$ cat src/rtl/pc_ctrl_pkg.sv
// Shared definitions for the PC/flag controller: opcode encoding, FSM states
// and the absolute branch-target table indexed by an instruction's tgt_idx.
package pc_ctrl_pkg;

    localparam int kPcW  = 10;
    localparam int kIdxW = 5;

    localparam logic [4:0] kNOP = 5'd0;
    localparam logic [4:0] kMOV = 5'd1;
    localparam logic [4:0] kADD = 5'd2;
    localparam logic [4:0] kSUB = 5'd3;
    localparam logic [4:0] kCMP = 5'd4;
    localparam logic [4:0] kBE  = 5'd5;
    localparam logic [4:0] kBL  = 5'd6;
    localparam logic [4:0] kBG  = 5'd7;
    localparam logic [4:0] kBA  = 5'd8;

    typedef enum logic [1:0] {
        IDLE = 2'd0,
        RUN  = 2'd1,
        HALT = 2'd2
    } state_t;

    // Unlisted indices point back to address 0.
    localparam logic [kPcW-1:0] kBranchTargets [0:(1<<kIdxW)-1] = '{
        2:       10'd40,
        7:       10'd3,
        31:      10'd1023,
        default: 10'd0
    };

endpackage

$ cat src/rtl/pc_ctrl_branch_lut.sv
// Combinational lookup from a branch-target index to an absolute PC.
module branch_lut
    import pc_ctrl_pkg::*;
#(
    parameter int PC_W  = kPcW,
    parameter int IDX_W = kIdxW
) (
    input  logic [IDX_W-1:0] tgt_idx,
    output logic [PC_W-1:0]  target
);

    assign target = kBranchTargets[tgt_idx];

endmodule

$ cat src/rtl/pc_ctrl.sv
// Program counter, architectural flags and start/halt handshake. Branches
// resolve against the registered flags, so a compare feeds the next branch.
module pc_ctrl
    import pc_ctrl_pkg::*;
#(
    parameter int PC_W  = kPcW,
    parameter int IDX_W = kIdxW
) (
    input  logic             clk,
    input  logic             reset,
    input  logic             start,
    input  logic [4:0]       op,
    input  logic [IDX_W-1:0] tgt_idx,
    input  logic             halt_req,
    input  logic             alu_z,
    input  logic             alu_lt,
    input  logic             alu_co,
    output logic [PC_W-1:0]  pc,
    output logic             flag_z,
    output logic             flag_lt,
    output logic             flag_co,
    output logic             branch_taken,
    output logic             running,
    output logic             done
);

    state_t          state;
    logic [PC_W-1:0] branch_target;

    branch_lut #(.PC_W(PC_W), .IDX_W(IDX_W)) u_branch_lut (
        .tgt_idx (tgt_idx),
        .target  (branch_target)
    );

    assign running = (state == RUN);

    always_comb begin
        branch_taken = 1'b0;
        if (state == RUN) begin
            unique case (op)
                kBE:     branch_taken = flag_z;
                kBL:     branch_taken = flag_lt;
                kBG:     branch_taken = !flag_z && !flag_lt;
                kBA:     branch_taken = 1'b1;
                default: branch_taken = 1'b0;
            endcase
        end
    end

    // Halt wins over branch, which wins over sequential increment.
    always_ff @(posedge clk) begin
        if (reset) begin
            state   <= IDLE;
            pc      <= '0;
            flag_z  <= 1'b0;
            flag_lt <= 1'b0;
            flag_co <= 1'b0;
            done    <= 1'b0;
        end else begin
            unique case (state)
                IDLE, HALT: begin
                    if (start) begin
                        state   <= RUN;
                        pc      <= '0;
                        flag_z  <= 1'b0;
                        flag_lt <= 1'b0;
                        flag_co <= 1'b0;
                        done    <= 1'b0;
                    end
                end
                RUN: begin
                    if (halt_req) begin
                        state <= HALT;
                        done  <= 1'b1;
                    end else begin
                        pc <= branch_taken ? branch_target : pc + 1'b1;
                        if (op == kCMP) begin
                            flag_z  <= alu_z;
                            flag_lt <= alu_lt;
                        end
                        if (op == kADD) begin
                            flag_co <= alu_co;
                        end
                    end
                end
                default: state <= IDLE;
            endcase
        end
    end

endmodule

$ cat config.mk
export PLATFORM = sky130hd
export DESIGN_NAME = pc_ctrl
export DESIGN_NICKNAME = d
export VERILOG_FILES = /design/src/rtl/pc_ctrl_pkg.sv /design/src/rtl/pc_ctrl_branch_lut.sv /design/src/rtl/pc_ctrl.sv
export SDC_FILE = /design/constraint.sdc
export NUM_CORES = 1
export LEC_CHECK = 0
export ABC_AREA = 1
export BUFFER_PORTS_ARGS = -buffer_cell sky130_fd_sc_hd__buf_2
export CORE_MARGIN = 8
export CORE_UTILIZATION = 40
export CTS_CLUSTER_DIAMETER = 60
export DETAILED_ROUTE_END_ITERATION = 8
export HOLD_SLACK_MARGIN = 0.06
export PLACE_DENSITY = 0.68
export SYNTH_ARGS = -nofsm -noshare
export SYNTH_HDL_FRONTEND = slang
export SYNTH_HIERARCHICAL = 1
export SYNTH_SLANG_ARGS = --single-unit
$ cat constraint.sdc
create_clock -name clk -period 3.7 [get_ports clk]
set_input_delay 0.185 -clock clk [delete_from_list [all_inputs] [get_ports clk]]
set_output_delay 0.185 -clock clk [all_outputs]
set_load 0.01 [all_outputs]
* After elaboration in Yosys (flattened, before gate mapping)
Memory sizes are Yosys's and may differ from the RTL's.
Cells that the tools add are included.
** Word-level totals
- Memories kept :: 1
- ROM bits :: 320
- Register bits after elaboration :: 16
- Logic and storage cells :: 57
- Input bits :: 17
** Memories
- (name not given) :: words 32, bits a word 10, read ports 1, clocked after memory_dff 0, write ports 0, line pc_ctrl_branch_lut.sv:12 : assign target = kBranchTargets[tgt_idx];
** Operators by class
- Bitwise operators :: 1
- Reductions and logical operators :: 11
- $add $sub $neg :: 1
- Equality and inequality tests :: 13
- $lt $le $gt $ge :: 1
- Muxes and demuxes :: 23
** Operators by type and width (count)
- $mux 10 :: 5
- $eq 5x3->1 const B :: 4
- $pmux 10 s2 :: 1
- $add 10x1->10 const B :: 1
- $mux 1 :: 9
- $pmux 1 s2 :: 4
- $reduce_and 4->1 :: 2
- $ge 6x6->1 const B :: 1
- $ne 2x2->1 const B :: 3
- $not 5->6 :: 1
- $reduce_and 3->1 :: 2
- $eq 5x2->1 const B :: 1
- $eq 5x4->1 const B :: 1
- $mux 2 :: 2
- $ne 2x1->1 const B :: 2
- $pmux 1 s4 :: 1
- $pmux 2 s2 :: 1
- $eq 2x1->1 const B :: 1
- $eq 2x2->1 const B :: 1
- $logic_not 1->1 :: 2
- $logic_not 2->1 :: 1
- $reduce_and 2->1 :: 1
- $reduce_bool 2->1 :: 1
- $reduce_or 2->1 :: 1
- $logic_and 1x1->1 :: 1

* Depth between registers and ports, before layout
Gate-level depths: netlist of the first run.
- Depth after elaboration :: 7
- Mapped depth :: 11
- Gate-level depth less buffers :: 10

* Hierarchy
The synthesis of the first run kept the hierarchy.
** Modules (own cells, without submodules)
- pc_ctrl :: seq. area each 320.3 µm², cells each 169, times used 1, area each 1027.2 µm²
- branch_lut :: seq. area each 0.0 µm², cells each 22, times used 1, area each 112.6 µm²

* Least setup slack after synthesis of the first run
OpenSTA, ideal clock, no wires.
- Kind :: flip-flop to flip-flop
- Start point :: reg pc[0]
- End point :: reg pc[8]
- Data required time :: 3630 ps
- Period minus slack after synthesis :: 1333 ps
- Buffers on the path :: 0
- Data arrival time :: 1263 ps
- Path slack :: 2367 ps
- Cell stages (with the launch flop) :: 10
- Cells stage by stage :: dfxtp_1 -> ha_1 -> nand3_1 -> nor2_2 -> nand3_1 -> nand2_1 -> nand2_1 -> nand2_1 -> nand3_1 -> a21oi_1
** On the way
- Cells in the longest elaborated chain, start to end :: 4
** Ends and longest elaborated chain
- from (decl) :: line pc_ctrl.sv:18 : output logic [PC_W-1:0] pc,
- from (signal assigned) :: line pc_ctrl.sv:76 : pc <= branch_taken ? branch_target : pc + 1'b1;
- $add 10x1->10 :: line pc_ctrl.sv:76
- $mux 10 :: line pc_ctrl.sv:76
- $mux 10 :: line pc_ctrl.sv:72 : if (halt_req) begin
- $pmux 10 s2 :: line pc_ctrl.sv:60 : unique case (state)
Every way passes these cells. The select of a mux whose other input is x is not followed.
A chain may end at the register's enable or synchronous reset.

* Worst setup path after layout of the first run
- Start point :: reg state[1]
- End point :: out branch_taken
** On the way
- Cells in the longest elaborated chain, start to end :: 2
** Ends and longest elaborated chain
- from (decl) :: line pc_ctrl.sv:27 : state_t state;
- from (signal assigned) :: line pc_ctrl.sv:53 : state <= IDLE;
- from (signal assigned) :: line pc_ctrl.sv:63 : state <= RUN;
- from (signal assigned) :: line pc_ctrl.sv:73 : state <= HALT;
- $eq 2x1->1 :: line pc_ctrl.sv:39 : if (state == RUN) begin
- $mux 1 :: line pc_ctrl.sv:39
- to (decl) :: line pc_ctrl.sv:22 : output logic branch_taken,
Every way passes these cells.

==> impl_metrics.json, run 1 <==
{
  "status": "finished clean",
  "cts_resized": 0,
  "grt_pass1_wl_mm": 4.443,
  "clock_latency_ns": 0.29,
  "synthTopCellsByArea": "dfxtp_1 28%, nand2_1 16%, nand3_1 13%, inv_1 11%, a21oi_1 6.6%",
  "drt_first_pass_iters": 4,
  "synthTopCellsByCount": "50 x nand2_1, 32 x inv_1, 30 x nand3_1, 16 x dfxtp_1, 15 x a21oi_1",
  "root_buffer": "clkbuf_4",
  "finalSetupViolations": 0,
  "die_w_um": 69.38,
  "yosysUniqueCellTypes": 21,
  "cp-start-kind": "flip-flop",
  "vdd_ir_drop_max_mv": 0.1575,
  "critPathMaxFanout": 11,
  "synth_area_leader_cell": "dfxtp_1",
  "synth_flop_cell": "dfxtp_1",
  "antenna_found_initial": 0,
  "internal_power_mw": 0.2582,
  "ys_warn_count": 6,
  "syn_area_um2": 1140,
  "timing.rr.end": "flag_lt",
  "hold_buffers": 0,
  "routed_wl_mm": 2.531,
  "n_fill_cell": 301,
  "final_layout_size_suffix_gt1_share_pct": 20.66,
  "hp-start": "alu_z",
  "slew_headroom_pct": 53.85,
  "min_period_ns": 1.927,
  "coreArea_um2": 2734,
  "drv_cap": 0,
  "grt_max_degree": 17,
  "vias_per_cell": 4.705,
  "reg2reg_depth": 7,
  "io_buffers": 32,
  "switchingPower_mw": 0.09782,
  "synth.avg_cell_area_um2": 5.968,
  "antenna-diode-count": 0,
  "finalMaxSlewViolations": 0,
  "crit_path_max_incr_delay_ns": 0.52,
  "holdPathEnd": "flag_z",
  "cp-end-kind": "output pin",
  "wire_per_inst_um": 10.37,
  "die_h_um": 69.38,
  "worstSetupPathType": "reg -> out",
  "r2r_start": "state[1]",
  "leakage_nw": 0.6386,
  "routed-wl-met2_mm": 1.111,
  "grt.overflow.total": 0,
  "top_layer": "met4",
  "met1Wirelength_mm": 1.205,
  "drcViolationCount": 0,
  "first_global_vias": 1043,
  "area_delta_synth_final_pct": 12.73,
  "cts_buffer_depth": 2,
  "power_mw": 0.3560,
  "cts_tree": "yes",
  "worst_pin_slew_ns": 0.6898,
  "start_util_pct": 41.69,
  "pwr-share-seq_pct": 50.9,
  "numCtsBuffers": 3,
  "globalRouteTotalUtil_pct": 10.51,
  "dp_hpwl_mm": 2.041,
  "synth_nets": 209,
  "required_ns": 3.51,
  "placed_cells": 240,
  "rsz0062_at_grt": "no",
  "crit_buf_inv": 3,
  "reg2reg_slack_ns": 1.89,
  "path_clk_slew_ns": 0.09,
  "drtAntennaViolNets": 0,
  "netlist.area_leader.share_pct": 28.10,
  "vias": 1148,
  "yosysMostFrequentCell": "nand2_1",
  "holdWs_ns": 0.1563,
  "wl_met3_um": 174,
  "synth_async_sr_flop_share_pct": 0,
  "setup_tns_ns": 0,
  "hold_path.class": "in -> reg",
  "path_delay_family": "simple AND/OR/NAND/NOR gates",
  "cpMostUsedCell": "inv_1",
  "final-instance-count-excl-fill": 244,
  "die-area_um2": 4814,
  "period_share_pct": 52.08,
  "post-cts-setup-buffers": 0,
  "timing.fmax_mhz": 519.0,
  "powerDensity_nw_per_um2": 277.1,
  "clkPwrFrac_pct": 32.6,
  "p_sw_share_pct": 27.47,
  "crit_chain": "inv_1 > nand2_1 > nor2_1 > nand2_2 > inv_1 > buf_2",
  "clkSinkCount": 16,
  "synth_cells": 191,
  "yosysSeqAreaShare_pct": 28.10,
  "worst_path_max_delay_cell": "nor2_1",
  "hold_depth": 3,
  "comb_power_share_pct": 16.5,
  "cts_max_level": 1,
  "gp_congestion": 0.7883,
  "finalHoldViolations": 0,
  "critPathArrivalTime_ns": 1.74,
  "dr.first_iter.drc_count": 62,
  "pin_count": 33,
  "synth-edff-count": 0,
  "fin_skew_ns": 0.002202,
  "fin_nets": 232,
  "rows": 19,
  "synth_seq_cells": 16
}
[power groups by stage]
stage	registers [mW]	logic, mW	clock network [mW]
3_3_place_gp	0.185	0.0585	0
6_report	0.181	0.0586	0.116
3_5_place_dp	0.185	0.0594	0
5_1_grt	0.182	0.0683	0.131
2_1_floorplan	0.187	0.0400	0
4_1_cts	0.181	0.0594	0.118
[placed cells by master (no fill, tap or decap)]
cell type / count
nand2_1: 50
inv_1: 32
buf_2: 32
nand3_1: 30
dfxtp_1: 16
a21oi_1: 15
nor2_1: 14
nor2_2: 4
nand4_1: 3
clkbuf_4: 3
nand2_2: 2
xnor2_1: 2
xor2_1: 2
a211oi_1: 2
inv_2: 1
nand3b_1: 1
a21oi_2: 1
o21ai_0: 1
ha_1: 1
clkbuf_8: 1
[flip-flops by register name, summed over array words and instances (netlist names)]
name	cells
flag_lt	1
pc	10
flag_z	1
flag_co	1
state	2
done	1
[worst max path at each step]
stage	start	to	slack, ns	cells after the start
3_3_place_gp	state[1]	flag_lt	1.93	7
2_1_floorplan	pc[0]	pc[8]	2.37	9
3_5_place_dp	state[1]	flag_lt	1.87	7
4_1_cts	state[1]	branch_taken	1.75	6
6_report	state[1]	branch_taken	1.77	6
5_1_grt	state[1]	flag_z	1.56	7
[worst min-delay path, cell delays in order]
cell	delay, ns
buf_2	0.10
nand2_1	0.06
a211oi_1	0.06
[stage by stage]
| stage | cell area (um2) | utilization [%] | setup WS, ns |
|---|---|---|---|
| after floorplan | 1140 | - | 2.367 |
| after global placement | 1249 | 45.68 | 1.934 |
| after detailed placement | 1249 | 45.68 | 1.874 |
| after CTS | 1285 | 47.00 | 1.751 |
| after global routing | 1285 | 47.00 | 1.560 |
| final | 1285 | 47.00 | 1.773 |
[cell families (layout without fill, tap and decap cells)]
kind of cell               after synthesis  after routing  share of synthesized area [%]
AOI/OAI and AO/OA                       19             19                          9.110
xor gates and xnor gates                 4              4                          3.074
adders and majority gates                1              1                          1.098
buffers and inverters                   47             69                          18.77
DFF                                     16             16                          28.10
and+or+nand+nor                        104            104                          39.85
[area by class of cell]
cell class,instances,area (um2),area share [%]
clock buffer,4,36.28,2.824
inverter,33,123.9,9.640
multi-input combinational,128,605.6,47.13
sequential,16,320.3,24.93
tap,31,38.79,3.019
timing repair buffer,32,160.2,12.46
[per-layer routing]
layer	GRT usage [%]	vias to the layer above
li1	-	635
met1	12.20	482
met2	17.11	27
met3	3.720	4
met4	4.100	0
met5	0	-
(Power assumes the default switching activity.)
==> run 2: changes to the inputs <==
--- a/config.mk
+++ b/config.mk
@@ -5,14 +5,14 @@
 export SDC_FILE = /design/constraint.sdc
 export NUM_CORES = 1
 export LEC_CHECK = 0
-export ABC_AREA = 1
+export ABC_AREA = 0
 export BUFFER_PORTS_ARGS = -buffer_cell sky130_fd_sc_hd__buf_2
 export CORE_MARGIN = 8
 export CORE_UTILIZATION = 40
 export CTS_CLUSTER_DIAMETER = 60
 export DETAILED_ROUTE_END_ITERATION = 8
 export HOLD_SLACK_MARGIN = 0.06
-export PLACE_DENSITY = 0.68
+export PLACE_DENSITY = 0.69
 export SYNTH_ARGS = -nofsm -noshare
 export SYNTH_HDL_FRONTEND = slang
 export SYNTH_HIERARCHICAL = 1
==> constraint.sdc (replaced) <==
create_clock -name clk -period 1.9 [get_ports clk]
set_input_delay 0.095 -clock clk [delete_from_list [all_inputs] [get_ports clk]]
set_output_delay 0.095 -clock clk [all_outputs]
set_load 0.01 [all_outputs]
==> run 2 against run 1 <==
Against the previous run:
- final cell count decreased by 23%
- die area fell by 7.3%
- clock skew rose by 0.0033 ns
- sequential share of layout area is 1.4 points higher
- critical path type unchanged
- worst setup slack worse by 1.7 ns
- core utilization grew 2.6 points
- wire length up 0.20%
- area after synthesis fell by 9.4%
==> impl_metrics.json, run 2 <==
{
  "reg2reg_depth": 6,
  "coreArea_um2": 2455,
  "finalMaxSlewViolations": 0,
  "largest_reg_flops": 10,
  "synth_async_sr_flop_share_pct": 0,
  "drtAntennaViolNets": 0,
  "drcViolationCount": 0,
  "finalHoldViolations": 0,
  "critPathArrivalTime_ns": 1.73,
  "rows": 18,
  "yosysSeqAreaShare_pct": 31.03,
  "die-area_um2": 4462,
  "synth_area_leader_cell": "dfxtp_1",
  "cts_tree": "yes",
  "drt_first_pass_iters": 4,
  "critPathMaxFanout": 15,
  "die_h_um": 66.80,
  "hp-start": "reset",
  "worst_pin_slew_ns": 0.4340,
  "grt_pass1_wl_mm": 4.036,
  "synthTopCellsByArea": "dfxtp_1 31%, a32oi_1 7.6%, buf_4 5.1%, nand3_1 4.8%, nand2_1 4.4%",
  "gp_congestion": 0.7965,
  "switchingPower_mw": 0.1632,
  "period_share_pct": 95.91,
  "timing.fmax_mhz": 548.7,
  "synth-edff-count": 0,
  "min_period_ns": 1.822,
  "clkPwrFrac_pct": 28.7,
  "numCtsBuffers": 3,
  "synth_seq_cells": 16,
  "clkSinkCount": 16,
  "final_layout_size_suffix_gt1_share_pct": 28.93,
  "synth_nets": 148,
  "grt_max_degree": 17,
  "io_buffers": 32,
  "routed_wl_mm": 2.536,
  "setup_tns_ns": 0,
  "synth_cells": 130,
  "cp-endpoint": "branch_taken",
  "start_util_pct": 42.05,
  "cp-end-kind": "output pin",
  "antenna_found_initial": 0,
  "vdd_ir_drop_max_mv": 0.3316,
  "first_global_vias": 955,
  "root_buffer": "clkbuf_4",
  "vias": 1093,
  "antenna-diode-count": 0,
  "synth.avg_cell_area_um2": 7.940,
  "pin_count": 33,
  "timing.rr.end": "pc[1]",
  "final_common_cell": "buf_2",
  "area_delta_synth_final_pct": 18.06,
  "drv_cap": 0,
  "wire_per_inst_um": 13.42,
  "top_regs": "pc x10, state x2",
  "yosysMostFrequentCell": "dfxtp_1",
  "synthTopCellsByCount": "16 x dfxtp_1, 12 x nand2_1, 10 x nand3_1, 9 x a32oi_1, 8 x o21ai_0",
  "grt.overflow.total": 0,
  "die_w_um": 66.80,
  "synth_flop_cell": "dfxtp_1",
  "powerDensity_nw_per_um2": 509.4,
  "dp_hpwl_mm": 1.920,
  "slew_headroom_pct": 70.96,
  "netlist.area_leader.share_pct": 31.03,
  "required_ns": 1.80,
  "clock_latency_ns": 0.29,
  "n_fill_cell": 250,
  "finalSetupViolations": 0,
  "p_sw_share_pct": 26.30,
  "comb_power_share_pct": 15.5,
  "vias_per_cell": 5.783,
  "leakage_nw": 0.5451,
  "fin_util_pct": 49.64,
  "post-cts-setup-buffers": 0,
  "hold_path.class": "in -> reg",
  "yosysUniqueCellTypes": 37,
  "status": "finished clean",
  "globalRouteTotalUtil_pct": 11.22,
  "cts_max_level": 1,
  "path_clk_slew_ns": 0.08,
  "rsz0062_at_grt": "no",
  "critPathLaunch": "flag_lt",
  "worstSetupPathType": "reg -> out",
  "ys_warn_count": 6,
  "mostFrequentLayoutCells": "32 x buf_2, 16 x dfxtp_1, 12 x nand2_1, 10 x nand3_1, 9 x a32oi_1",
  "fin_skew_ns": 0.005498,
  "reg2reg_slack_ns": 0.25,
  "pwr-share-seq_pct": 55.8,
  "cts_buffer_depth": 2,
  "r2r_start": "flag_lt",
  "dr.first_iter.drc_count": 44,
  "fin_nets": 179,
  "top_register": "pc",
  "cp-start-kind": "flip-flop",
  "internal_power_mw": 0.4575,
  "syn_area_um2": 1032
}
[run 2: changes by cell type after synthesis, moves of 4 or more]
| cell | change |
|---|---|
| a21oi_1 | -10 |
| nor2_1 | -10 |
| and3_1 | +6 |
| nand2_1 | -38 |
| nor3_1 | +5 |
| nand3_1 | -20 |
| inv_1 | -30 |
| a32oi_1 | +9 |
| or4_1 | +4 |
| nand2b_1 | +4 |
| o21ai_0 | +7 |
[run 2: how the worst min path moves through the flow]
stage | cells past startpoint | endpoint
after floorplan | 2 | flag_co
after global placement | 3 | flag_co
after detailed placement | 3 | flag_co
after CTS | 2 | flag_co
after global routing | 2 | flag_z
final | 2 | flag_co
[run 2: area by class of cell]
cell class	instances	area (um2)	share of cell area (%)
sequential	16	320.3	26.28
inverter	3	13.76	1.129
tap	30	37.54	3.080
multi-input combinational	100	624.3	51.23
timing repair buffer	37	200.2	16.43
clock buffer	3	22.52	1.848
[run 2: power groups by stage]
stage	logic, mW	registers (mW)	clock network, mW
2_1_floorplan	0.0536	0.355	0
3_3_place_gp	0.0914	0.354	0
3_5_place_dp	0.0941	0.355	0
4_1_cts	0.0962	0.347	0.183
5_1_grt	0.106	0.348	0.201
6_report	0.0959	0.347	0.178
[run 2: cells by family after synthesis]
group | count (synthesis) | share of synthesized area (%)
adder cells (fa/ha/maj) | 1 | 1.212
AO/OA/AOI/OAI | 28 | 19.03
buffers and inverters | 14 | 8.484
multiplexers | 3 | 2.909
AND/OR/NAND/NOR | 68 | 37.33
flip-flops | 16 | 31.03
[run 2: per-stage QoR]
stage          hold WS [ns]  worst slack, ns  power, mW  instance area (um2)  cells
6_report            0.07335          0.07765     0.6208                 1219    189
5_1_grt             0.06966          0.01509     0.6544                 1219    189
4_1_cts             0.07443          0.05462     0.6260                 1217    189
3_5_place_dp         0.3641           0.2407     0.4486                 1185    185
3_3_place_gp         0.3580           0.2952     0.4451                 1185    185
2_1_floorplan        0.2449           0.2743     0.4088                 1032    130
[run 2: critical path: stages (launching register included)]
cell and delay, ns:
dfxtp_1 0.34, or3b_2 0.46, a32oi_1 0.23, nand2_2 0.11
inv_4 0.15, buf_2 0.16
[run 2: routing by layer]
metal	wire [um]	track usage [%]
met1	1193	14.69
met2	1164	16.73
met3	142	2.685
met4	35	5.333
met5	0	0
[run 2: timing repair]
item	in CTS	in global routing
hold buffers	1	0
endpoints found under the hold margin	1	0
setup endpoints to repair	0	1
resized for setup	0	1
==> run 3: changes to the inputs <==
--- a/config.mk
+++ b/config.mk
@@ -12,6 +12,7 @@
 export CTS_CLUSTER_DIAMETER = 60
 export DETAILED_ROUTE_END_ITERATION = 8
 export HOLD_SLACK_MARGIN = 0.06
+export MAX_ROUTING_LAYER = met4
 export PLACE_DENSITY = 0.69
 export SYNTH_ARGS = -nofsm -noshare
 export SYNTH_HDL_FRONTEND = slang
==> constraint.sdc (replaced) <==
create_clock -name clk -period 1.8 [get_ports clk]
set_input_delay 0.09 -clock clk [delete_from_list [all_inputs] [get_ports clk]]
set_output_delay 0.09 -clock clk [all_outputs]
set_load 0.01 [all_outputs]
==> run 3 against run 2 <==
Against the previous run:
- final cell count is 2.1% higher
- core utilization is 1.7 points higher
- sequential share of layout area is 0.56 points lower
- combinational power is 11% higher
- largest power group unchanged
- highest routed layer unchanged
==> impl_metrics.json, run 3 (synthesis results as in run 2) <==
{
  "critPathArrivalTime_ns": 1.63,
  "cts_buffer_depth": 2,
  "slew_headroom_pct": 66.72,
  "mostFrequentLayoutCells": "32 x buf_2, 13 x dfxtp_1, 12 x nand2_1, 10 x nand3_1, 9 x buf_4",
  "gp_congestion": 0.8336,
  "internal_power_mw": 0.4844,
  "finalSetupViolations": 0,
  "clock_latency_ns": 0.28,
  "hold_path.class": "in -> reg",
  "vdd_ir_drop_max_mv": 0.3674,
  "die_w_um": 66.80,
  "dp_hpwl_mm": 1.957,
  "rows": 18,
  "dp_slack_ns": 0.1559,
  "first_global_vias": 1025,
  "grt.overflow.total": 0,
  "antenna_found_initial": 0,
  "largest_reg_flops": 10,
  "placed_cells": 185,
  "required_ns": 1.71,
  "die_h_um": 66.80,
  "top_regs": "pc x10, state x2",
  "clkSinkCount": 16,
  "root_buffer": "clkbuf_4",
  "die-area_um2": 4462,
  "final-instance-count-excl-fill": 193,
  "drtAntennaViolNets": 0,
  "powerDensity_nw_per_um2": 521.1,
  "fin_skew_ns": 0.008226,
  "cts_tree": "yes",
  "timing.fmax_mhz": 579.9,
  "switchingPower_mw": 0.1722,
  "cp-end-kind": "output pin",
  "coreArea_um2": 2455,
  "numCtsBuffers": 3,
  "fin_nets": 183,
  "cts_max_level": 1,
  "grt_max_degree": 17,
  "grt_pass1_wl_mm": 4.257,
  "vias_per_cell": 5.808,
  "worstSetupPathType": "reg -> out",
  "grt_use_met2_pct": 19.24,
  "cp-start-kind": "flip-flop",
  "reg2reg_slack_ns": 0.10,
  "antenna-diode-count": 0,
  "critPathMaxFanout": 9,
  "pin_count": 33,
  "start_util_pct": 42.05,
  "top_register": "pc",
  "busiest_layer": "met2",
  "status": "finished clean",
  "area_delta_synth_final_pct": 22.06,
  "grt_use_met1_pct": 13.51,
  "finalHoldViolations": 0,
  "min_period_ns": 1.725,
  "drv_cap": 0,
  "holdWs_ns": 0.06693,
  "fin_ws_ns": 0.07547,
  "path_clk_slew_ns": 0.08,
  "final_layout_size_suffix_gt1_share_pct": 33.74,
  "vias": 1121,
  "globalRouteTotalUtil_pct": 12.03,
  "wire_per_inst_um": 14.40,
  "comb_power_share_pct": 16.1,
  "dr.first_iter.drc_count": 42,
  "final_common_cell": "buf_2",
  "drcViolationCount": 0,
  "fin_util_pct": 51.33,
  "finalMaxSlewViolations": 0,
  "hold_buffers": 0,
  "leakage_nw": 0.5690,
  "clkPwrFrac_pct": 28.1,
  "routed_wl_mm": 2.780,
  "io_buffers": 32,
  "drt_first_pass_iters": 4,
  "use_met3_pct": 3.188,
  "period_share_pct": 95.81,
  "p_sw_share_pct": 26.22,
  "setup_tns_ns": 0,
  "pwr-share-seq_pct": 55.9,
  "worst_pin_slew_ns": 0.4973
}
## run 3: cell types whose count changed in the layout (fill, tap and decap cells not counted), sizes merged
cell	change
buf	+5
clkinv	+1
inv	-1
dlygate4sd3	-1
## run 3: power by group through the flow
| stage | Clock (mW) | Combinational [mW] | Sequential [mW] |
|---|---|---|---|
| after global placement | 0 | 0.0966 | 0.373 |
| after detailed placement | 0 | 0.0998 | 0.374 |
| final | 0.184 | 0.106 | 0.367 |
| after CTS | 0.193 | 0.100 | 0.366 |
| after global routing | 0.205 | 0.115 | 0.368 |
| after floorplan | 0 | 0.0566 | 0.375 |
## run 3: routing by layer
layer	routed length [um]	vias up
li1	-	557
met1	1180	527
met2	1386	35
met3	194	2
met4	19	0
met5	0	-
## run 3: timing repair
item                                    in CTS  in global routing
resized for setup                            1                  4
pin swaps                                    0                  1
cloned                                       0                  0
endpoints found under the setup margin       1                  2
endpoints found under the hold margin        0                  0
setup buffers                                0                  5
## run 3: path summary, 6_finish.rpt
| check | depth (start not counted) | endpoint | start |
|---|---|---|---|
| worst max-delay path | 5 | branch_taken | flag_lt |
| worst min-delay path | 3 | flag_co | alu_co |
| worst max register to register | 7 | pc[1] | flag_lt |
| worst min register to register | 2 | flag_co | flag_co |
## run 3: final cells by class
class                      instances  area, um2
multi-input combinational        100      631.9
tap                               30      37.54
sequential                        16      324.1
timing repair buffer              41      227.7
fill                             257       1195
clock buffer                       3      22.52
inverter                           3      16.27
## run 3: metrics by stage
stage | power [mW] | area (um2)
4_1_cts | 0.6592 | 1211
2_1_floorplan | 0.4315 | 1032
5_1_grt | 0.6888 | 1260
3_5_place_dp | 0.4739 | 1185
3_3_place_gp | 0.4700 | 1185
6_report | 0.6565 | 1260
## run 3: critical path, stage by stage (launching register included)
cell and delay (ns):
dfxtp_2 0.34, or3b_2 0.47, a32oi_2 0.23, nand2_2 0.10
clkinv_4 0.09, buf_2 0.13
